### config.mk
export PLATFORM = sky130hd
export DESIGN_NAME = demo_audio_sequencer
export DESIGN_NICKNAME = d
export VERILOG_FILES = /design/src/rtl/demo_audio_sequencer.sv
export SDC_FILE = /design/constraint.sdc
export NUM_CORES = 1
export LEC_CHECK = 0
export CAP_MARGIN = 20
export CORE_ASPECT_RATIO = 0.5
export CORE_UTILIZATION = 50
export DETAILED_ROUTE_END_ITERATION = 10
export PLACE_DENSITY = 0.74
export SKIP_CTS_REPAIR_TIMING = 1
export SYNTH_ARGS = -nofsm -noshare
export SYNTH_HDL_FRONTEND = slang
export SYNTH_SLANG_ARGS = --single-unit
### constraint.sdc
create_clock -name clk -period 3.42 [get_ports clk]
set_input_delay 0.684 -clock clk [delete_from_list [all_inputs] [get_ports clk]]
set_output_delay 0.684 -clock clk [all_outputs]
set_load 0.005 [all_outputs]
### src/rtl/demo_audio_sequencer.sv
// Demo timeline and 1-bit audio sequencer: frame/line tick driven timer, melody
// square wave, LFSR noise snare and kick envelope, mixed into registered PWM audio.
module demo_audio_sequencer #(
  parameter logic [15:0] LFSR_SEED = 16'hACE1,
  parameter int          NOISE_DIV = 3
) (
  input  logic        clk,
  input  logic        rst_n,
  input  logic [9:0]  hpos,
  input  logic [9:0]  vpos,
  input  logic        pause,
  output logic [11:0] frame_count,
  output logic [2:0]  part,
  output logic        frame_strobe,
  output logic [3:0]  note_idx,
  output logic        audio
);

  logic [12:0] r_timer;
  logic [8:0]  r_cnt;
  logic        r_note;
  logic [15:0] r_lfsr;
  logic [2:0]  r_div;
  logic        r_audio;
  logic        r_strobe;

  logic        w_frame_tick, w_line_tick;
  logic [8:0]  w_freq;
  logic [4:0]  w_env_a, w_env_b;
  logic        w_kick, w_snare, w_lead;
  logic [15:0] w_lfsr_next;
  logic [2:0]  w_div_last;

  assign w_line_tick  = (hpos == 10'd0) && !pause;
  assign w_frame_tick = w_line_tick && (vpos == 10'd0);
  assign w_div_last   = 3'(NOISE_DIV - 1);

  assign frame_count  = r_timer[12:1];
  assign part         = r_timer[10:8];
  assign note_idx     = r_timer[8:5];
  assign frame_strobe = r_strobe;
  assign audio        = r_audio;

  // Melody half-periods in lines
  always_comb begin
    w_freq = 9'd151;
    case (note_idx)
      4'd0:  w_freq = 9'd151;
      4'd1:  w_freq = 9'd26;
      4'd2:  w_freq = 9'd40;
      4'd3:  w_freq = 9'd60;
      4'd4:  w_freq = 9'd90;
      4'd5:  w_freq = 9'd143;
      4'd6:  w_freq = 9'd23;
      4'd7:  w_freq = 9'd35;
      4'd8:  w_freq = 9'd151;
      4'd9:  w_freq = 9'd23;
      4'd10: w_freq = 9'd35;
      4'd11: w_freq = 9'd151;
      4'd12: w_freq = 9'd143;
      4'd13: w_freq = 9'd151;
      4'd14: w_freq = 9'd40;
      4'd15: w_freq = 9'd60;
      default: w_freq = 9'd151;
    endcase
  end

  assign w_lfsr_next = {1'b0, r_lfsr[15:1]} ^ (r_lfsr[0] ? 16'hB400 : 16'h0000);

  assign w_env_a = 5'd31 - r_timer[4:0];
  assign w_env_b = 5'd31 - {r_timer[3:0], 1'b0};

  // Voices gate on the beam column, so each one is a pulse whose width decays with the envelope
  assign w_kick  = (vpos < 10'd255) && (hpos < {5'd0, w_env_a});
  assign w_snare = r_lfsr[0] && (hpos >= 10'd32) && (hpos < 10'd32 + {5'd0, w_env_b})
                   && (r_timer[5:4] == 2'b10);
  assign w_lead  = r_note && (hpos >= 10'd64) && (hpos < 10'd64 + {5'd0, w_env_b});

  always_ff @(posedge clk) begin
    if (!rst_n) begin
      r_timer  <= '0;
      r_cnt    <= '0;
      r_note   <= 1'b0;
      r_lfsr   <= LFSR_SEED;
      r_div    <= '0;
      r_audio  <= 1'b0;
      r_strobe <= 1'b0;
    end else begin
      r_strobe <= w_frame_tick;
      r_audio  <= (w_kick | w_snare | w_lead) & !pause;
      if (w_frame_tick)
        r_timer <= r_timer + 13'd1;
      if (w_line_tick) begin
        // No reload on a note change: the running count is compared against the new freq
        if (r_cnt > w_freq) begin
          r_cnt  <= '0;
          r_note <= ~r_note;
        end else begin
          r_cnt <= r_cnt + 9'd1;
        end
        if (r_div == w_div_last) begin
          r_div  <= '0;
          r_lfsr <= w_lfsr_next;
        end else begin
          r_div <= r_div + 3'd1;
        end
      end
    end
  end

endmodule

Word level (Yosys, flattened, before mapping). Memories as Yosys holds them, arrays and structs flattened. A register that Yosys moved wholly into a read port is not among the register bits. Index checks and enable logic that the tools add are counted.

Register bits after elaboration: 44. ROM bits: 128. Input bits: 23. Output and inout port bits: 21. Memories: 1.

Memories: (name not given) (depth 16, width 8, read ports 1, clocked after memory_dff 1, write ports 0, line 47) `case (note_idx)`.

$add $sub $neg: 7. Order comparisons: 7. Equal/unequal tests: 2. Muxes and demuxes: 5. Bitwise logic cells: 5. Reductions and logical operators: 13.

Operators with widths (count): 10-bit zero test (2); 16-bit two-way mux (1); 15-bit by 16-bit bitwise XOR with 16-bit output (1); 13-bit by 1-bit adder with 13-bit output, second input constant (1); 10-bit by 6-bit greater-or-equal comparator with 1-bit output, second input constant (1); 10-bit by 7-bit greater-or-equal comparator with 1-bit output, second input constant (1); 10-bit by 5-bit < comparator with 1-bit output (1); 10-bit by 7-bit < comparator with 1-bit output (1); 10-bit by 8-bit < comparator with 1-bit output (1); 10-bit by 8-bit < comparator with 1-bit output, second input constant (1); 5-bit subtractor, first input constant (2); 9-bit by 1-bit adder with 9-bit output, second input constant (1); 9-bit > comparator (1); 9-bit two-way mux (1); 7-bit by 5-bit adder with 8-bit output, first input constant (1); 1-bit logical AND (8); 4-bit two-way mux (2); 6-bit by 5-bit adder with 7-bit output, first input constant (1); 2-bit AND reduction (2); 3-bit by 1-bit adder with 3-bit output, second input constant (1); 3-bit by 2-bit == test with 1-bit output, second input constant (1); 3-bit two-way mux (1); 2-bit == test, second input constant (1); 1-bit OR (2); 3 further kinds (3).

Depth between registers and ports, before layout. Gate-level depths: netlist of the first run.

Word-level depth: 8. Mapped depth: 10. Gate-level depth less buffers: 10.

Worst setup path before layout of the first run. OpenSTA, ideal clock, no wires.

Path type: input to register. Start point: input port pause. End point: register w_freq[2] (netlist name). Setup time: 0.087 ns. Data arrival time: 2.567 ns. Data required time: 3.333 ns. Path slack: 0.766 ns. Stages: 8. Path through: nor4_2 -> nand3_1 -> nor4_1 -> xnor2_1 -> nand2b_1 -> ha_1 -> and2_1 -> o31ai_1.

Cells in the longest elaborated chain, start to end: 5.

RTL lines: start, declared (line 11) `input logic pause,`; 1-bit zero test (line 34) `assign w_line_tick = (hpos == 10'd0) && !pause;`; 1-bit logical AND (line 34); 1-bit logical AND (line 35) `assign w_frame_tick = w_line_tick && (vpos == 10'd0);`; 4-bit two-way mux (no line) (2 in series).

Every way passes these cells. A chain may end at the register's enable or synchronous reset.

Final worst setup path of the first run.
Start point: input port hpos[3]. End point: register w_freq[7] (netlist name).

Cells in the longest elaborated chain, start to end: 5.

RTL lines: start, declared (line 9) `input logic [9:0] hpos,`; 10-bit zero test (line 34); 1-bit logical AND (line 34); 1-bit logical AND (line 35); 4-bit two-way mux (no line) (2 in series).

Every way passes these cells.

==> results of run 1 <==
layout make-up:
| class | count | area, um2 | share of cell area (%) |
|---|---|---|---|
| Tap cell | 73 | 91.34 | 2.565 |
| Sequential cell | 52 | 1041 | 29.23 |
| Timing Repair Buffer | 49 | 475.5 | 13.35 |
| Clock inverter | 2 | 35.03 | 0.9838 |
| Clock buffer | 6 | 128.9 | 3.619 |
| Multi-Input combinational cell | 258 | 1710 | 48.03 |
| Inverter | 17 | 78.83 | 2.214 |
cells in the mapped netlist, types with 3 or more instances:
| cell | n | area, um2 |
|---|---|---|
| sky130_fd_sc_hd__xor2_1 | 9 | 78.83 |
| sky130_fd_sc_hd__and3_1 | 3 | 18.77 |
| sky130_fd_sc_hd__nor4_2 | 5 | 62.56 |
| sky130_fd_sc_hd__a211oi_1 | 4 | 30.03 |
| sky130_fd_sc_hd__nor2_1 | 38 | 142.6 |
| sky130_fd_sc_hd__xnor2_1 | 18 | 157.7 |
| sky130_fd_sc_hd__nor3_1 | 9 | 45.04 |
| sky130_fd_sc_hd__dfxtp_1 | 52 | 1041 |
| sky130_fd_sc_hd__nor2b_1 | 3 | 18.77 |
| sky130_fd_sc_hd__ha_1 | 24 | 300.3 |
| sky130_fd_sc_hd__nand2b_1 | 8 | 50.05 |
| sky130_fd_sc_hd__clkbuf_1 | 9 | 33.78 |
| sky130_fd_sc_hd__nand2_1 | 45 | 168.9 |
| sky130_fd_sc_hd__buf_4 | 20 | 150.1 |
| sky130_fd_sc_hd__a31oi_1 | 4 | 25.02 |
| sky130_fd_sc_hd__o211ai_1 | 4 | 30.03 |
| sky130_fd_sc_hd__inv_1 | 14 | 52.55 |
| sky130_fd_sc_hd__nand3_1 | 18 | 90.09 |
| sky130_fd_sc_hd__a21oi_1 | 13 | 65.06 |
| sky130_fd_sc_hd__nand4_1 | 10 | 62.56 |
| sky130_fd_sc_hd__o21ai_0 | 4 | 20.02 |
placed cells by master, fill, tap and decap left out, types with 5 or more instances in the layout:
cell type and n:
sky130_fd_sc_hd__inv_1 14, sky130_fd_sc_hd__nand2_1 45, sky130_fd_sc_hd__nand2b_1 8, sky130_fd_sc_hd__nor2_1 38, sky130_fd_sc_hd__nand4_1 10, sky130_fd_sc_hd__a21oi_1 13, sky130_fd_sc_hd__clkbuf_16 5, sky130_fd_sc_hd__buf_4 6
sky130_fd_sc_hd__xnor2_1 18, sky130_fd_sc_hd__nor4_2 5, sky130_fd_sc_hd__dfxtp_1 52, sky130_fd_sc_hd__ha_1 24, sky130_fd_sc_hd__nor3_1 9, sky130_fd_sc_hd__nand3_1 18, sky130_fd_sc_hd__clkdlybuf4s50_1 43, sky130_fd_sc_hd__xor2_1 9
state kept, by name (all words and copies together), names as in the netlist:
signal and cells:
audio 1, frame_strobe 1, r_cnt 9, r_div 3
r_lfsr 16, r_note 1, r_timer 13, w_freq 8
report_power, final:
group	switching (W)	internal, W
Sequential	0.0000000287	0.000605
Clock	0.000206	0.000344
Combinational	0.0000259	0.0000298
critical path, stage by stage:
cell and delay (ps):
sky130_fd_sc_hd__clkdlybuf4s50_1 460, sky130_fd_sc_hd__nor4_2 360, sky130_fd_sc_hd__nand3_1 160, sky130_fd_sc_hd__nor4_1 360, sky130_fd_sc_hd__xnor2_1 180, sky130_fd_sc_hd__nand2b_1 270
sky130_fd_sc_hd__ha_1 230, sky130_fd_sc_hd__o211ai_1 100, sky130_fd_sc_hd__mux2_1 310, sky130_fd_sc_hd__o21ai_1 70
final timing paths:
path | startpoint | end | slack, ps | cells past startpoint
worst max-delay path | hpos[3] | w_freq[7]$_DFF_P_ | 450 | 10
worst min-delay path | r_lfsr[4]$_SDFFE_PN0P_ | r_lfsr[4]$_SDFFE_PN0P_ | 450 | 2
worst max register to register | r_timer[5]$_SDFFE_PN0N_ | w_freq[5]$_DFF_P_ | 950 | 7
worst min register to register | r_lfsr[4]$_SDFFE_PN0P_ | r_lfsr[4]$_SDFFE_PN0P_ | 450 | 2
cells by family after synthesis:
family,after synthesis
multiplexers,2
AO/OA/AOI/OAI,49
buffers and inverters,48
XOR/XNOR,28
adder cells (fa/ha/maj),24
AND/OR/NAND/NOR,155
flip-flops,52
metal layers:
metal / up-vias / track usage (%)
li1: 1267 / -
met1: 1155 / 27.51
met2: 42 / 38.24
met3: 3 / 5.632
met4: 0 / 3.048
met5: - / 0
through the flow:
stage | setup WS [ps] | util [%] | cell area [um2] | std cells | power (W)
detailed placement | 181.2 | 60.04 | 3397 | 449 | 0.0006745
floorplan | 765.8 | - | 3024 | 358 | 0.0006372
global placement | 220.5 | 60.04 | 3397 | 449 | 0.0006732
global route | 203.0 | 62.94 | 3561 | 457 | 0.001253
CTS | 480.9 | 62.94 | 3561 | 457 | 0.001221
finish | 451.4 | 62.94 | 3561 | 457 | 0.001211
==> impl_summary.md, run 1 <==
Run status
The run finished with clean final reports.

Global route
Entering global routing, the biggest net connects 24 pins. Global routing finished with a remaining overflow of 0. The number of global-route vias before repair was 2,421. The initial antenna violation count is 0. The overall track demand over capacity in global routing is 21.59%. The first global-routing pass estimated 11.04 mm of wire.

Routing
In this run the remaining antenna-violating nets after routing total 0. The top routing layer in use is met4. Dividing the detail-routed wire length by the instance count gives 13.79 um. The routed metal-1 wirelength is 2.859 mm.

The routed design uses 3.062 mm of met2 wire. The residual DRC count is 0. The routed length on met3 is 358 um. The pre-antenna-repair detailed-routing pass consisted of 4 iterations. The routed via count is 2,467. The total wire length after detailed routing is 6.304 mm. The number of design-rule violations left by the first detailed-router iteration is 132. The via-per-instance ratio is 5.398.

Clock tree
The clock latency reported for the late side of the worst-skew pair is 290 ps. TritonCTS built the clock tree. The clock-pin slew of the registers on the worst-case setup and hold paths is 60 ps. The H-tree was split into 2 levels. The number of buffers created by CTS is 5. The number of clock sinks seen by CTS is 52. The clock passes through at most 2 buffers.

The root buffer cell is sky130_fd_sc_hd__clkbuf_16.

Job
The count of maximum capacitance violations is 0.

Timing
The worst path needs 2969 ps of the cycle, external delays included. The count of final max-slew check failures is 0. The worst hold slack after final layout is 451.1 ps. Measured against its own limit, the worst slew margin works out to 61.45%. For this run, the top clock speed supported by timing is 336.9 MHz. The final hold violation count is 0. The final sum of negative setup slack is 0 ps.

Setup repair after global routing left no endpoint under its margin. In the finished design, the share of the clock period the worst path needs comes to 86.80%. The setup violation total in the final timing report is 0.

The slew at the pin with the worst max-slew slack is 576.7 ps. The setup clock skew after layout is 5.277 ps.

Logic synthesis
The number of enable flip-flop cells after synthesis is 0. The post-synthesis adder-cell area fraction is 9.930%. After Yosys synthesis, XOR and XNOR cells account for 8.357% of the synthesized area.

The proportion of register bits with asynchronous set or reset after synthesis is 0%. After synthesis, the largest family of logic cells by area is simple AND/OR/NAND/NOR gates. The total of warnings raised by yosys is 0. Synthesis produced 358 cells.

The multiplexer fraction of the synthesized cell area is 0.7034%. The simple-gate portion of the synthesized area is 26.02%. The post-synth net total is 405. The top flip-flop cell by instance count after synthesis is sky130_fd_sc_hd__dfxtp_1. The complex-gate fraction of the synthesized area is 11.54%. For this run, the register share of the synthesized area comes to 34.42%. The count of cell types in the netlist is 55. Averaged over all synthesized cells, the footprint is 8.447 um2. The total standard cell area after synthesis is 3024 um2. The synthesized design contains 52 register bits.

Worst setup path
In this run the worst path has a maximum fanout of 6. The type of the worst setup path is in -> reg. The type of element launching the critical path is a primary input. The worst path required time is 3640 ps.

For the worst setup path, the data arrival time is 3190 ps. STA classifies the critical path endpoint as a register.

Place
The detailed placer's ending HPWL is 4.850 mm. The number of I/O port buffers is 43. The routability congestion estimate is 0.9319.

Cells and area
The area overhead of the layout relative to synthesis is 17.75%. The antenna diode count is 0. At the end of the flow, the number of nets in the layout was 430. Of the cells placed in the final design, the portion with a size suffix greater than 1 is 7.813%. Counting the fill cells in the layout gives 492.

Floorplanning
The height of the chip is 56.99 um. The number of core rows is 19. The die area is 6382 um2. Once the floorplan was initialized, standard cells occupied 53.45% of the core. The top-level I/O count is 44.

The core area is 5658 um2. The die span in x is 112.0 um.

Pwr
For this design the ratio of total power to cell area is 340.1 nW/um2. The leakage power total is 1.348 nW. The worst vdd rail ir drop is 0.2535 mV.

Min path
The worst min-delay path class is reg -> reg.
Note: power is estimated with default switching activity, not from simulation.
==> inputs of run 2 (changes only) <==
--- a/config.mk
+++ b/config.mk
@@ -8,6 +8,7 @@
 export CAP_MARGIN = 20
 export CORE_ASPECT_RATIO = 0.5
 export CORE_UTILIZATION = 50
+export CTS_BUF_LIST = sky130_fd_sc_hd__clkbuf_8 sky130_fd_sc_hd__clkbuf_16
 export DETAILED_ROUTE_END_ITERATION = 10
 export PLACE_DENSITY = 0.74
 export SKIP_CTS_REPAIR_TIMING = 1
==> run 2 against run 1 <==
  * Clock-buffer cell count decreased by 1
  * Power shrank 0.23%
  * First-iteration DRC count unchanged
  * Combinational power about the same
  * Sequential power barely moved
  * Non-clock buffer count is the same
  * Clock power hardly changed
  * Via count increased by 0.32%
  * Fmax about the same
  * Highest routed layer unchanged
==> impl_summary.md, run 2 (synthesized netlist as in run 1, its figures left out) <==
Run status
The run finished with clean final reports.

Global route
The overall track demand over capacity in global routing came to 21.59% (unchanged). The number of global-route vias before repair is 2,421 (unchanged). The initial antenna violation count is 0 (unchanged).

The maximum number of pins on one net before global-route repair is 24 (unchanged). The wire length of the first global-routing pass is 11.04 mm (unchanged). The global route total overflow came to 0 (unchanged).

Clock tree
The number of buffers created by CTS is 5 (unchanged). The clock-pin slew of the registers on the worst-case setup and hold paths came to 60 ps (about the same). TritonCTS built the clock tree. The level count of the clock H-tree is 2 (unchanged). The number of clock sinks seen by CTS is 52 (unchanged). The maximum number of buffers from clock root to sink is 2 (unchanged). The clock latency reported for the late side of the worst-skew pair was 290 ps (about the same). The tree is rooted in a sky130_fd_sc_hd__clkbuf_16.

Job
The count of maximum capacitance violations is 0 (unchanged).

Cells and area
The largest registers in the layout are r_lfsr x16, r_timer x13, r_cnt x9. In the layout the commonest cells are sky130_fd_sc_hd__dfxtp_1, sky130_fd_sc_hd__nand2_1, sky130_fd_sc_hd__clkdlybuf4s50_1. The final net count is 430 (unchanged).

The register with the most flip-flops is r_lfsr. The flip-flop count of the largest register, all copies and words added is 16 (unchanged). The final design utilization came to 62.94% (unchanged).

The antenna diode count is 0 (unchanged). The proportion of layout cells with a drive suffix above 1 is 7.813% (unchanged). The library cell used most frequently in the layout, excluding fill and tap cells, is sky130_fd_sc_hd__dfxtp_1.

The area overhead of the layout relative to synthesis is 17.75% (unchanged). The non-filler instance count after layout is 457 (unchanged).

Routing
The number of design-rule violations left by the first detailed-router iteration is 132 (unchanged). The residual DRC count came to 0 (unchanged). The average wire length per cell after detail routing is 13.80 um (about the same). The remaining antenna violation count after routing is 0 (unchanged).

The total wire length after detailed routing is 6.307 mm (about the same). The routed via count came to 2,475 (+0.32%). The via-per-instance ratio is 5.416 (+0.32%). The detailed-routing iteration count for the pre-antenna-repair pass came to 5 (+1).

Place
The placed instance count was 449 (unchanged). The number of I/O port buffers was 43 (unchanged). The routability congestion estimate was 0.9319 (unchanged). The detailed placer's ending HPWL is 4.850 mm (unchanged).

Pwr
The power density relative to cell area is 339.3 nW/um2 (-0.23%). The leakage power total is 1.352 nW (+0.31%). The worst vdd rail ir drop is 0.2490 mV (-1.8%).

Timing
The final hold violation count is 0 (unchanged). The share of the cycle needed by the critical path after routing was 86.76% (about the same). The setup clock skew after layout came to 5.265 ps (-0.01210 ps). The maximum operating frequency is 337.0 MHz (about the same). The setup violation total in the final timing report is 0 (unchanged).

Setup repair after global routing left no endpoint under its margin. The count of final max-slew check failures is 0 (unchanged). The post-route minimum period was 2967 ps (-1.432 ps). The final sum of negative setup slack is 0 ps (unchanged). The slew at the pin with the worst max-slew slack came to 576.7 ps (+0.001252 ps).

The worst max-slew margin expressed relative to the limit was 61.45% (about the same).

Worst setup path
The type of element launching the critical path is a primary input. The sort of element at the end of the critical path is a register. The worst path required time is 3640 ps (about the same). The arrival time at the worst endpoint is 3190 ps (about the same). The launch point of the critical path is hpos[3]. The largest fanout of any net on the critical path is 6 (unchanged).

In this run the critical register-to-register path is launched from r_timer[5]$_SDFFE_PN0N_. The type of the worst setup path is in -> reg.

Floorplanning
The core area is 5658 um2 (unchanged). The top-level I/O count came to 44 (unchanged). The starting density of the core was 53.45% (unchanged).

The number of core rows came to 19 (unchanged). The height of the chip is 56.99 um (unchanged). The die area is 6382 um2 (unchanged).

The die span in x is 112.0 um (unchanged).

Min path
The worst hold path belongs to the class reg -> reg. The startpoint identified for the worst hold timing path is r_lfsr[4]$_SDFFE_PN0P_.
## run 2: cell count changes in the layout (fill, tap and decap cells not counted)
cell / before / now
sky130_fd_sc_hd__inv_1: 14 / 15
sky130_fd_sc_hd__clkbuf_1: 1 / 0
## run 2: final timing paths
kind,end,slack (ps),depth (start not counted)
worst min register to register,r_lfsr[4]$_SDFFE_PN0P_,450,2
worst min-delay path,r_lfsr[4]$_SDFFE_PN0P_,450,2
worst max register to register,w_freq[5]$_DFF_P_,950,7
worst max-delay path,w_freq[7]$_DFF_P_,450,10
## run 2: worst max-delay path: stages
cell                              delay (ps)
sky130_fd_sc_hd__clkdlybuf4s50_1         460
sky130_fd_sc_hd__nor4_2                  360
sky130_fd_sc_hd__nand3_1                 160
sky130_fd_sc_hd__nor4_1                  360
sky130_fd_sc_hd__xnor2_1                 180
sky130_fd_sc_hd__nand2b_1                270
sky130_fd_sc_hd__ha_1                    230
sky130_fd_sc_hd__o211ai_1                100
sky130_fd_sc_hd__mux2_1                  310
sky130_fd_sc_hd__o21ai_1                  70
## run 2: cell type report
class,instances,area (um2)
Multi-Input combinational cell,258,1710
Tap cell,73,91.34
Fill cell,492,2097
Clock buffer,5,125.1
Sequential cell,52,1041
Inverter,17,78.83
Timing Repair Buffer,49,475.5
Clock inverter,3,38.79
## run 2: per-layer routing
layer  track usage [%]  up-vias  wire (um)
met5                 0        -          0
met2             38.24       43       3068
met3             5.632        3        358
met1             27.51     1162       2857
met4             3.048        0         23
li1                  -     1267          -
## run 2: per-stage QoR
stage	worst slack [ps]	hold WS (ps)	total power, W	area [um2]
finish	452.8	451.1	0.001208	3561
detailed placement	181.2	445.0	0.0006745	3397
floorplan	765.8	432.1	0.0006372	3024
global route	203.0	482.0	0.001250	3561
global placement	220.5	439.6	0.0006732	3397
CTS	480.9	453.7	0.001218	3561
## run 2: report_power, final
| group | switching [W] | internal [W] | total [W] |
|---|---|---|---|
| Combinational | 0.0000259 | 0.0000298 | 0.0000557 |
| Sequential | 0.0000000287 | 0.000605 | 0.000605 |
| Clock | 0.000206 | 0.000341 | 0.000547 |
| Total | 0.000232 | 0.000976 | 0.00121 |
